[src/rtl/wshb_mire_if.sv]
// Wishbone classic bus bundle shared by the test-pattern master and the memory slave.
interface wshb_if (
    input logic clk,
    input logic rst
);
    logic        cyc;
    logic        stb;
    logic        we;
    logic [31:0] adr;
    logic [31:0] dat_ms;
    logic [31:0] dat_sm;
    logic [3:0]  sel;
    logic [2:0]  cti;
    logic [1:0]  bte;
    logic        ack;

    modport master (
        input  clk, rst, ack, dat_sm,
        output cyc, stb, we, adr, dat_ms, sel, cti, bte
    );

    modport slave (
        input  clk, rst, cyc, stb, we, adr, dat_ms, sel, cti, bte,
        output ack, dat_sm
    );
endinterface

[src/rtl/wshb_mire.sv]
// Test-pattern writer: fills the frame buffer with a 16-pixel white grid, frame after frame.
// Define MIRE_YIELD_EN to drop the bus for one cycle after every BURST acknowledged writes.
module wshb_mire #(
    parameter int unsigned HDISP = 800,
    parameter int unsigned VDISP = 480,
    parameter int unsigned BURST = 64
) (
    wshb_if.master wshb_ifm,
    output logic   frame_done
);
    localparam int unsigned NPIX = HDISP * VDISP;
    localparam int unsigned AW   = $clog2(NPIX);
    localparam int unsigned XW   = ($clog2(HDISP) < 4) ? 4 : $clog2(HDISP);
    localparam int unsigned YW   = ($clog2(VDISP) < 4) ? 4 : $clog2(VDISP);

    logic [XW-1:0] x_q, x_d;
    logic [YW-1:0] y_q, y_d;
    logic [AW-1:0] widx_q, widx_d;
    logic          frame_done_q, frame_done_d;
    logic          cyc;
    logic          ack_ok;
    logic          last_x;
    logic          last_y;

`ifdef MIRE_YIELD_EN
    typedef enum logic {WRITE, PAUSE} state_t;
    localparam int unsigned BW = (BURST > 1) ? $clog2(BURST) : 1;

    state_t        state_q, state_d;
    logic [BW-1:0] burst_q, burst_d;

    assign cyc = ~wshb_ifm.rst & (state_q == WRITE);
`else
    assign cyc = ~wshb_ifm.rst;
`endif

    assign ack_ok = cyc & wshb_ifm.ack;
    assign last_x = (x_q == XW'(HDISP - 1));
    assign last_y = (y_q == YW'(VDISP - 1));

    always_comb begin
        x_d          = x_q;
        y_d          = y_q;
        widx_d       = widx_q;
        frame_done_d = 1'b0;
        if (ack_ok) begin
            if (last_x) begin
                x_d = '0;
                if (last_y) begin
                    y_d          = '0;
                    widx_d       = '0;
                    frame_done_d = 1'b1;
                end else begin
                    y_d    = y_q + 1'b1;
                    widx_d = widx_q + 1'b1;
                end
            end else begin
                x_d    = x_q + 1'b1;
                widx_d = widx_q + 1'b1;
            end
        end
    end

    always_ff @(posedge wshb_ifm.clk or posedge wshb_ifm.rst) begin
        if (wshb_ifm.rst) begin
            x_q          <= '0;
            y_q          <= '0;
            widx_q       <= '0;
            frame_done_q <= 1'b0;
        end else begin
            x_q          <= x_d;
            y_q          <= y_d;
            widx_q       <= widx_d;
            frame_done_q <= frame_done_d;
        end
    end

`ifdef MIRE_YIELD_EN
    // A burst end wins over the frame-wrap clear so the yield still happens on the last pixel.
    always_comb begin
        state_d = state_q;
        burst_d = burst_q;
        case (state_q)
            WRITE: begin
                if (ack_ok) begin
                    if (burst_q == BW'(BURST - 1)) begin
                        burst_d = '0;
                        state_d = PAUSE;
                    end else if (frame_done_d) begin
                        burst_d = '0;
                    end else begin
                        burst_d = burst_q + 1'b1;
                    end
                end
            end
            PAUSE:   state_d = WRITE;
            default: state_d = WRITE;
        endcase
    end

    always_ff @(posedge wshb_ifm.clk or posedge wshb_ifm.rst) begin
        if (wshb_ifm.rst) begin
            state_q <= WRITE;
            burst_q <= '0;
        end else begin
            state_q <= state_d;
            burst_q <= burst_d;
        end
    end
`endif

    assign wshb_ifm.cyc    = cyc;
    assign wshb_ifm.stb    = cyc;
    assign wshb_ifm.we     = 1'b1;
    assign wshb_ifm.adr    = 32'({widx_q, 2'b00});
    assign wshb_ifm.dat_ms = ((x_q[3:0] == 4'd0) || (y_q[3:0] == 4'd0)) ? 32'h00FF_FFFF : '0;
    assign wshb_ifm.sel    = 4'b1111;
    assign wshb_ifm.cti    = 3'b000;
    assign wshb_ifm.bte    = 2'b00;
    assign frame_done      = frame_done_q;
endmodule

[src/flat_wrapper.sv]
// flat-port wrapper written by rule: the top's interface ports become plain ports
module wshb_mire_flat 
#(
    parameter int unsigned HDISP = 800,
    parameter int unsigned VDISP = 480,
    parameter int unsigned BURST = 64
)
  (frame_done, clk, rst, wshb_ifm_ack, wshb_ifm_dat_sm, wshb_ifm_cyc, wshb_ifm_stb, wshb_ifm_we, wshb_ifm_adr, wshb_ifm_dat_ms, wshb_ifm_sel, wshb_ifm_cti, wshb_ifm_bte);
  wshb_if wshb_ifm_i (.clk(clk), .rst(rst));
  output logic frame_done;
  input wire logic clk;
  input wire logic rst;
  input wire logic [$bits(wshb_ifm_i.ack)-1:0] wshb_ifm_ack;
  input wire logic [$bits(wshb_ifm_i.dat_sm)-1:0] wshb_ifm_dat_sm;
  output wire logic [$bits(wshb_ifm_i.cyc)-1:0] wshb_ifm_cyc;
  output wire logic [$bits(wshb_ifm_i.stb)-1:0] wshb_ifm_stb;
  output wire logic [$bits(wshb_ifm_i.we)-1:0] wshb_ifm_we;
  output wire logic [$bits(wshb_ifm_i.adr)-1:0] wshb_ifm_adr;
  output wire logic [$bits(wshb_ifm_i.dat_ms)-1:0] wshb_ifm_dat_ms;
  output wire logic [$bits(wshb_ifm_i.sel)-1:0] wshb_ifm_sel;
  output wire logic [$bits(wshb_ifm_i.cti)-1:0] wshb_ifm_cti;
  output wire logic [$bits(wshb_ifm_i.bte)-1:0] wshb_ifm_bte;
  assign wshb_ifm_i.ack = wshb_ifm_ack;
  assign wshb_ifm_i.dat_sm = wshb_ifm_dat_sm;
  assign wshb_ifm_cyc = wshb_ifm_i.cyc;
  assign wshb_ifm_stb = wshb_ifm_i.stb;
  assign wshb_ifm_we = wshb_ifm_i.we;
  assign wshb_ifm_adr = wshb_ifm_i.adr;
  assign wshb_ifm_dat_ms = wshb_ifm_i.dat_ms;
  assign wshb_ifm_sel = wshb_ifm_i.sel;
  assign wshb_ifm_cti = wshb_ifm_i.cti;
  assign wshb_ifm_bte = wshb_ifm_i.bte;
  wshb_mire #(.HDISP(HDISP), .VDISP(VDISP), .BURST(BURST)) u_core (.wshb_ifm(wshb_ifm_i), .frame_done(frame_done));
endmodule
[config.mk]
export PLATFORM = sky130hd
export DESIGN_NAME = wshb_mire_flat
export DESIGN_NICKNAME = d
export VERILOG_FILES = /design/src/rtl/wshb_mire_if.sv /design/src/rtl/wshb_mire.sv /design/src/flat_wrapper.sv
export SDC_FILE = /design/constraint.sdc
export NUM_CORES = 1
export LEC_CHECK = 0
export BUFFER_PORTS_ARGS = -buffer_cell sky130_fd_sc_hd__buf_2
export CAP_MARGIN = 20
export CORE_MARGIN = 2
export CORE_UTILIZATION = 49
export CTS_BUF_LIST = sky130_fd_sc_hd__clkbuf_4 sky130_fd_sc_hd__clkbuf_8
export DETAILED_ROUTE_END_ITERATION = 6
export HOLD_SLACK_MARGIN = 0.06
export PLACE_DENSITY_LB_ADDON = 0.1
export SLEW_MARGIN = 20
export SYNTH_ARGS = -nofsm -noshare
export SYNTH_HDL_FRONTEND = slang
export SYNTH_SLANG_ARGS = --single-unit
export TNS_END_PERCENT = 50
[constraint.sdc]
create_clock -name clk -period 2.4 [get_ports clk]
set_input_delay 0.36 -clock clk [delete_from_list [all_inputs] [get_ports clk]]
set_output_delay 0.36 -clock clk [all_outputs]
set_load 0.01 [all_outputs]
Word level (Yosys, flattened, before mapping):

Cells that the tools add are included.

* add/sub/neg operators: 3
* multipliers: 0
* divide/modulo/power cells: 0
* $lt $le $gt $ge: 0
* equal/unequal tests: 2
* shifts and indexed selects: 0
* muxes and demuxes: 8
* bitwise operators: 2
* reduce and logical (&&, ||, !) cells: 4

Operators by type and width (number)
* 19-bit two-way mux: 2
* 24-bit two-way mux: 1
* 19-bit by 1-bit adder with 19-bit output (second input constant): 1
* 10-bit by 1-bit adder with 10-bit output (second input constant): 1
* 10-bit equality test (second input constant): 1
* 10-bit two-way mux: 1
* 9-bit by 1-bit adder with 9-bit output (second input constant): 1
* 9-bit equality test (second input constant): 1
* 9-bit two-way mux: 1
* 4-bit zero test: 2
* 1-bit two-way mux: 3
* 2-bit AND reduction: 1
* 1-bit bitwise AND: 1
* 1-bit logical OR: 1
* 1-bit NOT: 1

* flip-flop bits (word level): 39
* bits in latches: 0
* bits in writable memories: 0
* memory bits (read-only): 0
* bits of input ports: 35
* output and inout port bits: 77
* logic and storage cells: 23
* memories kept: 0

Logic depth before layout (Yosys ltp):

Gate-level depths: netlist (run 1).

* depth in word-level cells: 4
* gate-level depth with buffers: 7
* mapped depth without buffers: 5

Worst setup path after synthesis (run 1):

Ideal clock, no wire load.

* path kind: register to register
* start point: register u_core.widx_q[0]
* end point: register u_core.widx_q[12]
* library setup time: 0.077 ns
* arrival: 1.845 ns
* data required time: 2.323 ns
* path slack: 0.478 ns
* stages on the path, launching flop included: 7
* buffers on the path: 1
* clock period less this slack: 1.922 ns
* cells stage by stage: dfrtp_1 ha_1 nand3b_1 or4_1 clkbuf_2 or3_1 a21oi_1

* word-level cells in the longest chain between the ends: 3

RTL lines
* start: declaration: RTL line wshb_mire.sv:18 `logic [AW-1:0] widx_q, widx_d;`
* start signal: assignment: RTL line wshb_mire.sv:73 `widx_q <= widx_d;`
* 19-bit by 1-bit adder with 19-bit output *: RTL line wshb_mire.sv:55, wshb_mire.sv:59
* 19-bit two-way mux: RTL line wshb_mire.sv:49 `if (last_y) begin`
* 19-bit two-way mux *: RTL line wshb_mire.sv:47 `if (last_x) begin`

Every way passes the cells marked *; elsewhere a longest branch is shown, timed or not.
A chain may end at the register's enable or synchronous reset.

Worst setup path in the final report (run 1):

* start point: input rst
* end point: register u_core.widx_q[18]

* word-level cells in the longest chain between the ends: 2

RTL lines
* start: declaration: RTL line flat_wrapper.sv:12 `input wire logic rst;`
* 1-bit NOT: RTL line wshb_mire.sv:34 `assign cyc = ~wshb_ifm.rst;`
* 1-bit bitwise AND: RTL line wshb_mire.sv:37 `assign ack_ok = cyc & wshb_ifm.ack;`

No other way between the ends.

==> run_summary.xml, run 1 <==
<?xml version="1.0" encoding="UTF-8"?>
<metrics>
  <group name="synth">
    <metric name="synth_compound_area_share" unit="%">6.721</metric>
    <metric name="synth_adder_area_share" unit="%">2.546</metric>
    <metric name="synth.lib_cells_used.distinct" unit="">41</metric>
    <metric name="ys_async_sr_fraction" unit="%">100.0</metric>
    <metric name="synth_flop_cell" unit="">dfrtp_1</metric>
    <metric name="netlist_area" unit="um^2">2457</metric>
    <metric name="synth_cells" unit="">263</metric>
    <metric name="yosys.area_share.simple" unit="%">21.79</metric>
    <metric name="biggest_area_contributors_in_the_synthesized_netlist" unit="">dfrtp_1 40%, buf_4 17%, xnor2_1 5.0%</metric>
    <metric name="yosys-mux-area-fraction" unit="%">1.629</metric>
    <metric name="syn_area_per_cell" unit="um^2">9.344</metric>
    <metric name="synth_seq_cells" unit="">39</metric>
    <metric name="synth_top_family_by_area" unit="">simple AND/OR/NAND/NOR gates</metric>
    <metric name="synth_sequential_area_ratio" unit="%">39.71</metric>
    <metric name="synth.top_cell.area_share" unit="%">39.71</metric>
    <metric name="cell_taking_the_most_area_after_synthesis" unit="">dfrtp_1</metric>
    <metric name="yosys_warnings" unit="">0</metric>
    <metric name="edff_count_synth" unit="">0</metric>
    <metric name="synthXorXnorAreaFrac" unit="%">7.485</metric>
  </group>
  <group name="critical_path">
    <metric name="cpLargestDelayFamily" unit="">simple AND/OR/NAND/NOR gates</metric>
    <metric name="critical_path.max_fanout" unit="">9</metric>
    <metric name="path_buf_inv" unit="">2</metric>
    <metric name="critical_path.slowest_cell" unit="">or4_4</metric>
    <metric name="path_class" unit="">in2reg</metric>
    <metric name="worst_setup_path_start_kind" unit="">input port</metric>
    <metric name="critPathMaxStageDelay" unit="ns">0.60</metric>
    <metric name="regToRegStartpoint" unit="">u_core.widx_q[0]</metric>
    <metric name="crit_path_start" unit="">rst</metric>
    <metric name="critPathCaptureType" unit="">flop</metric>
    <metric name="critical_path_required" unit="ns">2.61</metric>
    <metric name="crit_arrival" unit="ns">2.43</metric>
    <metric name="critical_path.cell_chain" unit="">dlygate4sd3_1 -&gt; buf_2 -&gt; nand3b_1 -&gt; or4_4 -&gt; or3_1 -&gt; a21oi_1</metric>
  </group>
  <group name="power_and_ir_drop">
    <metric name="vdd_ir_drop_max" unit="mV">0.3805</metric>
    <metric name="power_per_cell_area" unit="nW/um^2">667.6</metric>
    <metric name="power.total" unit="mW">1.735</metric>
    <metric name="power.leakage" unit="nW">1.258</metric>
  </group>
  <group name="cells_and_area">
    <metric name="finalNetCount" unit="">333</metric>
    <metric name="drive_above_1_share" unit="%">23.97</metric>
    <metric name="most_common_library_cell_in_the_layout_ignoring_fill_and_taps" unit="">buf_2</metric>
    <metric name="most-common-layout-cells" unit="">48 x buf_2, 39 x dfrtp_1, 31 x conb_1</metric>
    <metric name="layout-area-overhead-vs-synth" unit="%">5.753</metric>
    <metric name="instances_no_fill" unit="">359</metric>
    <metric name="total_inserted_antenna_cells" unit="">0</metric>
  </group>
  <group name="route">
    <metric name="drt-initial-drc-count" unit="">116</metric>
    <metric name="wl_per_cell" unit="um">11.84</metric>
    <metric name="routed-via-count" unit="">1743</metric>
    <metric name="avgViaCountPerCell" unit="">4.855</metric>
    <metric name="route.detailed.drc" unit="">0</metric>
    <metric name="totalWireLength" unit="um">4250</metric>
    <metric name="number_of_detailed_routing_iterations_run_before_antenna_repair" unit="">4</metric>
    <metric name="detail-route-antenna-nets" unit="">0</metric>
  </group>
  <group name="timing">
    <metric name="clock_skew" unit="ns">0.002990</metric>
    <metric name="clock.fmax" unit="GHz">0.4513</metric>
    <metric name="finalSetupViolations" unit="">0</metric>
    <metric name="postLayoutSetupSlackWorst" unit="ns">0.1842</metric>
    <metric name="worst_slew_margin_rel" unit="%">55.19</metric>
    <metric name="layout_worst_path_cycle_share" unit="%">92.33</metric>
    <metric name="whs" unit="ns">0.4886</metric>
    <metric name="fin_tns_setup" unit="ns">0</metric>
    <metric name="timing_worst_slew_pin_value" unit="ns">0.6661</metric>
    <metric name="finalHoldViolations" unit="">0</metric>
    <metric name="rsz_0062_raised_after_global_routing" unit="">no</metric>
    <metric name="layout_min_cycle_time" unit="ns">2.216</metric>
    <metric name="drv_slew" unit="">0</metric>
  </group>
  <group name="min_path">
    <metric name="hold_start" unit="">u_core.y_q[4]</metric>
    <metric name="hold_class" unit="">reg2reg</metric>
  </group>
  <group name="grt">
    <metric name="grt_use_total" unit="%">16.41</metric>
    <metric name="grt_antenna_before_repair" unit="">0</metric>
    <metric name="grt_start_max_net_pins" unit="">37</metric>
    <metric name="gr-total-overflow" unit="">0</metric>
    <metric name="first_global_vias" unit="">1445</metric>
    <metric name="first_pass_grt_wire_length" unit="um">6900</metric>
  </group>
  <group name="clock_network">
    <metric name="post-cts-setup-buffers" unit="">0</metric>
    <metric name="clock_slew_seen_by_the_registers_of_the_worst_setup_and_hold_paths" unit="ns">0.07</metric>
    <metric name="cts_tree" unit="">yes</metric>
    <metric name="cts_root_buffer" unit="">clkbuf_8</metric>
    <metric name="ctsHtreeMaxLevel" unit="">2</metric>
    <metric name="worst_skew_pair.late_latency" unit="ns">0.28</metric>
    <metric name="clock_path_buffers" unit="">2</metric>
    <metric name="clock_sinks" unit="">39</metric>
    <metric name="inserted_clock_buffers" unit="">5</metric>
  </group>
  <group name="die">
    <metric name="core_region_area" unit="um^2">4786</metric>
    <metric name="floorplan.die_area" unit="um^2">5597</metric>
    <metric name="std_cell_rows" unit="">25</metric>
    <metric name="start_util" unit="%">51.35</metric>
    <metric name="fp.dieW" unit="um">74.82</metric>
    <metric name="die-height" unit="um">74.82</metric>
    <metric name="floorplan.io_pins" unit="">112</metric>
  </group>
  <group name="placed_design">
    <metric name="routabilityCongestion" unit="">0.7967</metric>
    <metric name="place_hpwl" unit="um">3101</metric>
    <metric name="numPortBuffers" unit="">48</metric>
    <metric name="dp_worst_setup_slack" unit="ns">0.3219</metric>
    <metric name="placedCellCount" unit="">352</metric>
  </group>
  <group name="job">
    <metric name="maxCapViolations" unit="">0</metric>
  </group>
  <group name="status">
    <metric name="outcome" unit="">completed</metric>
  </group>
</metrics>
==> final timing paths <==
check                      slack, ns  depth (start not counted)           endpoint
min reg2reg                     0.49                          1      u_core.y_q[4]
max reg2reg                     0.40                          5  u_core.widx_q[18]
min in group asynchronous       0.59                          3  u_core.widx_q[16]
min                             0.49                          1      u_core.y_q[4]
max in group asynchronous       1.10                          4      u_core.x_q[5]
max                             0.18                          6  u_core.widx_q[18]
==> sequential cells by signal (all words and copies together), names as in the netlist <==
name	flops
u_core.frame_done	1
u_core.x_q	10
u_core.y_q	9
u_core.widx_q	19
==> through the flow <==
step	utilization, %	area (um^2)
floorplan	-	2566
global placement	52.29	2502
detailed placement	52.29	2502
CTS	54.09	2589
global route	54.30	2599
finish	54.30	2599
==> final cells by class <==
| class | instances | area, um^2 |
|---|---|---|
| Inverter | 9 | 33.78 |
| Timing Repair Buffer | 56 | 315.3 |
| Multi-Input combinational cell | 182 | 1114 |
| Tap cell | 67 | 83.83 |
| Sequential cell | 39 | 975.9 |
| Clock buffer | 6 | 76.32 |
| Fill cell | 478 | 2187 |
==> routing by layer <==
layer | GRT usage [%] | wire length, um | vias up
met2 | 22.62 | 1870 | 49
li1 | - | - | 866
met3 | 4.016 | 202 | 7
met4 | 6.548 | 59 | 0
met1 | 24.64 | 2118 | 821
met5 | 0 | 0 | -
==> cells in the mapped netlist, drive strengths merged, types with 2 or more instances <==
| master | instances |
|---|---|
| dfrtp | 39 |
| ha | 5 |
| nor2 | 26 |
| nor3 | 7 |
| inv | 9 |
| nor4 | 6 |
| nand4b | 4 |
| conb | 2 |
| a21bo | 2 |
| a21oi | 10 |
| and4 | 4 |
| o21ai | 10 |
| nand3 | 8 |
| xnor2 | 14 |
| buf | 58 |
| nand4 | 10 |
| nand2 | 12 |
| xor2 | 7 |
| or4 | 2 |
| or3 | 5 |
| clkbuf | 4 |
| nor2b | 2 |
| nand3b | 3 |
| mux2i | 4 |
==> power breakdown <==
| group | internal (mW) | switching [mW] | total [mW] |
|---|---|---|---|
| clock | 0.205 | 0.210 | 0.415 |
| combinational | 0.195 | 0.274 | 0.469 |
| sequential | 0.737 | 0.113 | 0.851 |
| total | 1.14 | 0.597 | 1.73 |
==> cell families after synthesis <==
kind of cell    count (synthesis)
compound gates                 27
xor+xnor                       21
fa+ha+maj                       5
buf+inv                        71
flops                          39
mux                             4
other cells                     2
simple gates                   94
==> what timing repair did <==
item,4_1_cts,5_1_grt
resized for setup,0,2
hold buffers,1,0
hold endpoints to repair,3,0
setup endpoints to repair,0,13
==> worst register-to-register path: cells and delay by family, from the launching register on <==
| family | cells | cell delay (ns) |
|---|---|---|
| flops | 1 | 0.44 |
| simple gates | 3 | 1.15 |
| fa+ha+maj | 1 | 0.20 |
| compound gates | 1 | 0.14 |
No activity file was read; power rests on OpenSTA's default activity.
==> run 2, diff against run 1 <==
Settings changed: BUFFER_PORTS_ARGS -buffer_cell sky130_fd_sc_hd__buf_2 to not set, CORE_UTILIZATION 49 to 50, DONT_BUFFER_PORTS set to 1.
==> run 2 against run 1 <==
Effect of this change:
- cell count is 12% lower
- routed wire length is 2.5% lower
- clock skew is 0.0054 ns higher
- worst hold slack worse by 0.15 ns
- via count is 9.4% lower
- combinational power is 30% lower
- setup slack better by 0.17 ns
- sequential power is 3.3% higher
- die area is 1.9% lower
- first-iteration DRC count is 8.6% lower
- maximum frequency is 8.4% higher
- critical endpoint is now u_core.y_q[7]
==> run_summary.xml, run 2 (synthesis results as in run 1) <==
<?xml version="1.0" encoding="UTF-8"?>
<metrics>
  <group name="timing">
    <metric name="timing_worst_slew_pin_value" unit="ns">0.7236</metric>
    <metric name="finalHoldViolations" unit="">0</metric>
    <metric name="clock.fmax" unit="GHz">0.4891</metric>
    <metric name="rsz_0062_raised_after_global_routing" unit="">no</metric>
    <metric name="drv_slew" unit="">0</metric>
    <metric name="finalSetupViolations" unit="">0</metric>
    <metric name="worst_slew_margin_rel" unit="%">51.31</metric>
    <metric name="whs" unit="ns">0.3424</metric>
    <metric name="clock_skew" unit="ns">0.008347</metric>
    <metric name="postLayoutSetupSlackWorst" unit="ns">0.3554</metric>
    <metric name="fin_tns_setup" unit="ns">0</metric>
    <metric name="layout_min_cycle_time" unit="ns">2.045</metric>
    <metric name="layout_worst_path_cycle_share" unit="%">85.19</metric>
  </group>
  <group name="grt">
    <metric name="gr-total-overflow" unit="">0</metric>
    <metric name="first_global_vias" unit="">1476</metric>
    <metric name="grt_use_total" unit="%">16.54</metric>
    <metric name="grt_start_max_net_pins" unit="">28</metric>
    <metric name="grt_antenna_before_repair" unit="">0</metric>
    <metric name="first_pass_grt_wire_length" unit="um">6955</metric>
  </group>
  <group name="power_and_ir_drop">
    <metric name="power.total" unit="mW">1.636</metric>
    <metric name="power.leakage" unit="nW">1.032</metric>
    <metric name="power_per_cell_area" unit="nW/um^2">687.3</metric>
    <metric name="vdd_ir_drop_max" unit="mV">0.4362</metric>
  </group>
  <group name="route">
    <metric name="avgViaCountPerCell" unit="">4.997</metric>
    <metric name="number_of_detailed_routing_iterations_run_before_antenna_repair" unit="">4</metric>
    <metric name="routed-via-count" unit="">1579</metric>
    <metric name="totalWireLength" unit="um">4145</metric>
    <metric name="wl_per_cell" unit="um">13.12</metric>
    <metric name="drt-initial-drc-count" unit="">106</metric>
    <metric name="detail-route-antenna-nets" unit="">0</metric>
    <metric name="route.detailed.drc" unit="">0</metric>
  </group>
  <group name="min_path">
    <metric name="hold_class" unit="">in2reg</metric>
  </group>
  <group name="clock_network">
    <metric name="worst_skew_pair.late_latency" unit="ns">0.29</metric>
    <metric name="post-cts-setup-buffers" unit="">0</metric>
    <metric name="cts_tree" unit="">yes</metric>
    <metric name="inserted_clock_buffers" unit="">5</metric>
    <metric name="clock_sinks" unit="">39</metric>
    <metric name="clock_path_buffers" unit="">2</metric>
    <metric name="ctsHtreeMaxLevel" unit="">2</metric>
    <metric name="cts_root_buffer" unit="">clkbuf_8</metric>
    <metric name="clock_slew_seen_by_the_registers_of_the_worst_setup_and_hold_paths" unit="ns">0.08</metric>
  </group>
  <group name="die">
    <metric name="std_cell_rows" unit="">25</metric>
    <metric name="die-height" unit="um">74.11</metric>
    <metric name="floorplan.io_pins" unit="">112</metric>
    <metric name="fp.dieW" unit="um">74.11</metric>
    <metric name="core_region_area" unit="um^2">4723</metric>
    <metric name="start_util" unit="%">52.03</metric>
    <metric name="floorplan.die_area" unit="um^2">5492</metric>
  </group>
  <group name="critical_path">
    <metric name="path_buf_inv" unit="">1</metric>
    <metric name="worst_setup_path_start_kind" unit="">flop</metric>
    <metric name="path_class" unit="">reg2reg</metric>
    <metric name="cpLargestDelayFamily" unit="">simple AND/OR/NAND/NOR gates</metric>
    <metric name="critical_path_required" unit="ns">2.58</metric>
    <metric name="critPathMaxStageDelay" unit="ns">0.50</metric>
    <metric name="crit_arrival" unit="ns">2.23</metric>
    <metric name="critPathCaptureType" unit="">flop</metric>
    <metric name="critical_path.max_fanout" unit="">18</metric>
    <metric name="critical_path.slowest_cell" unit="">or4_4</metric>
    <metric name="critical_path.cell_chain" unit="">ha_1 -&gt; nand3b_1 -&gt; or4_4 -&gt; nor3_2 -&gt; buf_4 -&gt; o21ba_1</metric>
  </group>
  <group name="placed_design">
    <metric name="place_hpwl" unit="um">2989</metric>
    <metric name="routabilityCongestion" unit="">0.8166</metric>
    <metric name="numPortBuffers" unit="">0</metric>
    <metric name="placed_area" unit="um^2">2286</metric>
    <metric name="dp_worst_setup_slack" unit="ns">0.3458</metric>
  </group>
  <group name="cells_and_area">
    <metric name="registers.top_by_ff_count" unit="">u_core.widx_q</metric>
    <metric name="layout-area-overhead-vs-synth" unit="%">-3.157</metric>
    <metric name="most_common_library_cell_in_the_layout_ignoring_fill_and_taps" unit="">dfrtp_1</metric>
    <metric name="most-common-layout-cells" unit="">39 x dfrtp_1, 31 x conb_1, 26 x nor2_1</metric>
    <metric name="finalNetCount" unit="">288</metric>
    <metric name="layout.cell_area.non_filler" unit="um^2">2380</metric>
    <metric name="drive_above_1_share" unit="%">11.24</metric>
    <metric name="largest_register_ffs" unit="">19</metric>
    <metric name="largestRegisters" unit="">u_core.widx_q (19), u_core.x_q (10), u_core.y_q (9)</metric>
    <metric name="total_inserted_antenna_cells" unit="">0</metric>
  </group>
  <group name="status">
    <metric name="outcome" unit="">completed</metric>
  </group>
  <group name="job">
    <metric name="maxCapViolations" unit="">0</metric>
  </group>
</metrics>
run 2: cell types whose count changed in the layout (fill, tap and decap cells not counted), sizes merged:
| cell | previous run | this run |
|---|---|---|
| clkbuf | 6 | 5 |
| buf | 55 | 10 |
| clkinv | 0 | 3 |
run 2: worst reg2reg max path, delay by kind of cell, from the launching register on:
family	cells	cell delay, ns
simple gates	3	0.88
buf+inv	1	0.26
flops	1	0.40
fa+ha+maj	1	0.23
compound gates	1	0.18
run 2: metal layers:
metal | GRT usage [%] | part of all wire (%)
met5 | 0 | 0
met4 | 4.242 | 0.53
met3 | 5.149 | 5.3
met2 | 25.20 | 45
met1 | 22.99 | 49
run 2: report_power, final:
group          leakage, nW  total (mW)  internal (mW)  switching, mW
sequential           0.511       0.879          0.736          0.143
combinational        0.473       0.328          0.113          0.215
clock               0.0477       0.428          0.199          0.229
total                 1.03        1.64           1.05          0.587
run 2: worst paths after layout:
check	from	end	slack [ns]	cells past startpoint
min in group asynchronous	rst	u_core.y_q[7]	0.53	2
max in group asynchronous	rst	u_core.widx_q[1]	1.16	3
min reg2reg	u_core.x_q[4]	u_core.x_q[4]	0.49	1
max	u_core.x_q[0]	u_core.y_q[7]	0.36	6
max reg2reg	u_core.x_q[0]	u_core.y_q[7]	0.36	6
min	wshb_ifm_ack	u_core.x_q[2]	0.34	2
run 2: through the flow:
step	utilization [%]	cells
floorplan	-	292
global placement	48.40	307
detailed placement	48.40	307
CTS	50.38	316
global route	50.38	316
finish	50.38	316
run 2: timing repair:
item,CTS,global route
hold endpoints to repair,12,0
hold buffers,1,0
gates resized for setup,0,0
run 2: layout make-up:
| class | count | area, um^2 |
|---|---|---|
| Clock buffer | 5 | 68.82 |
| Clock inverter | 3 | 15.01 |
| Fill cell | 434 | 2344 |
| Inverter | 9 | 33.78 |
| Multi-Input combinational cell | 182 | 1105 |
| Sequential cell | 39 | 975.9 |
| Tap cell | 67 | 83.83 |
| Timing Repair Buffer | 11 | 97.59 |
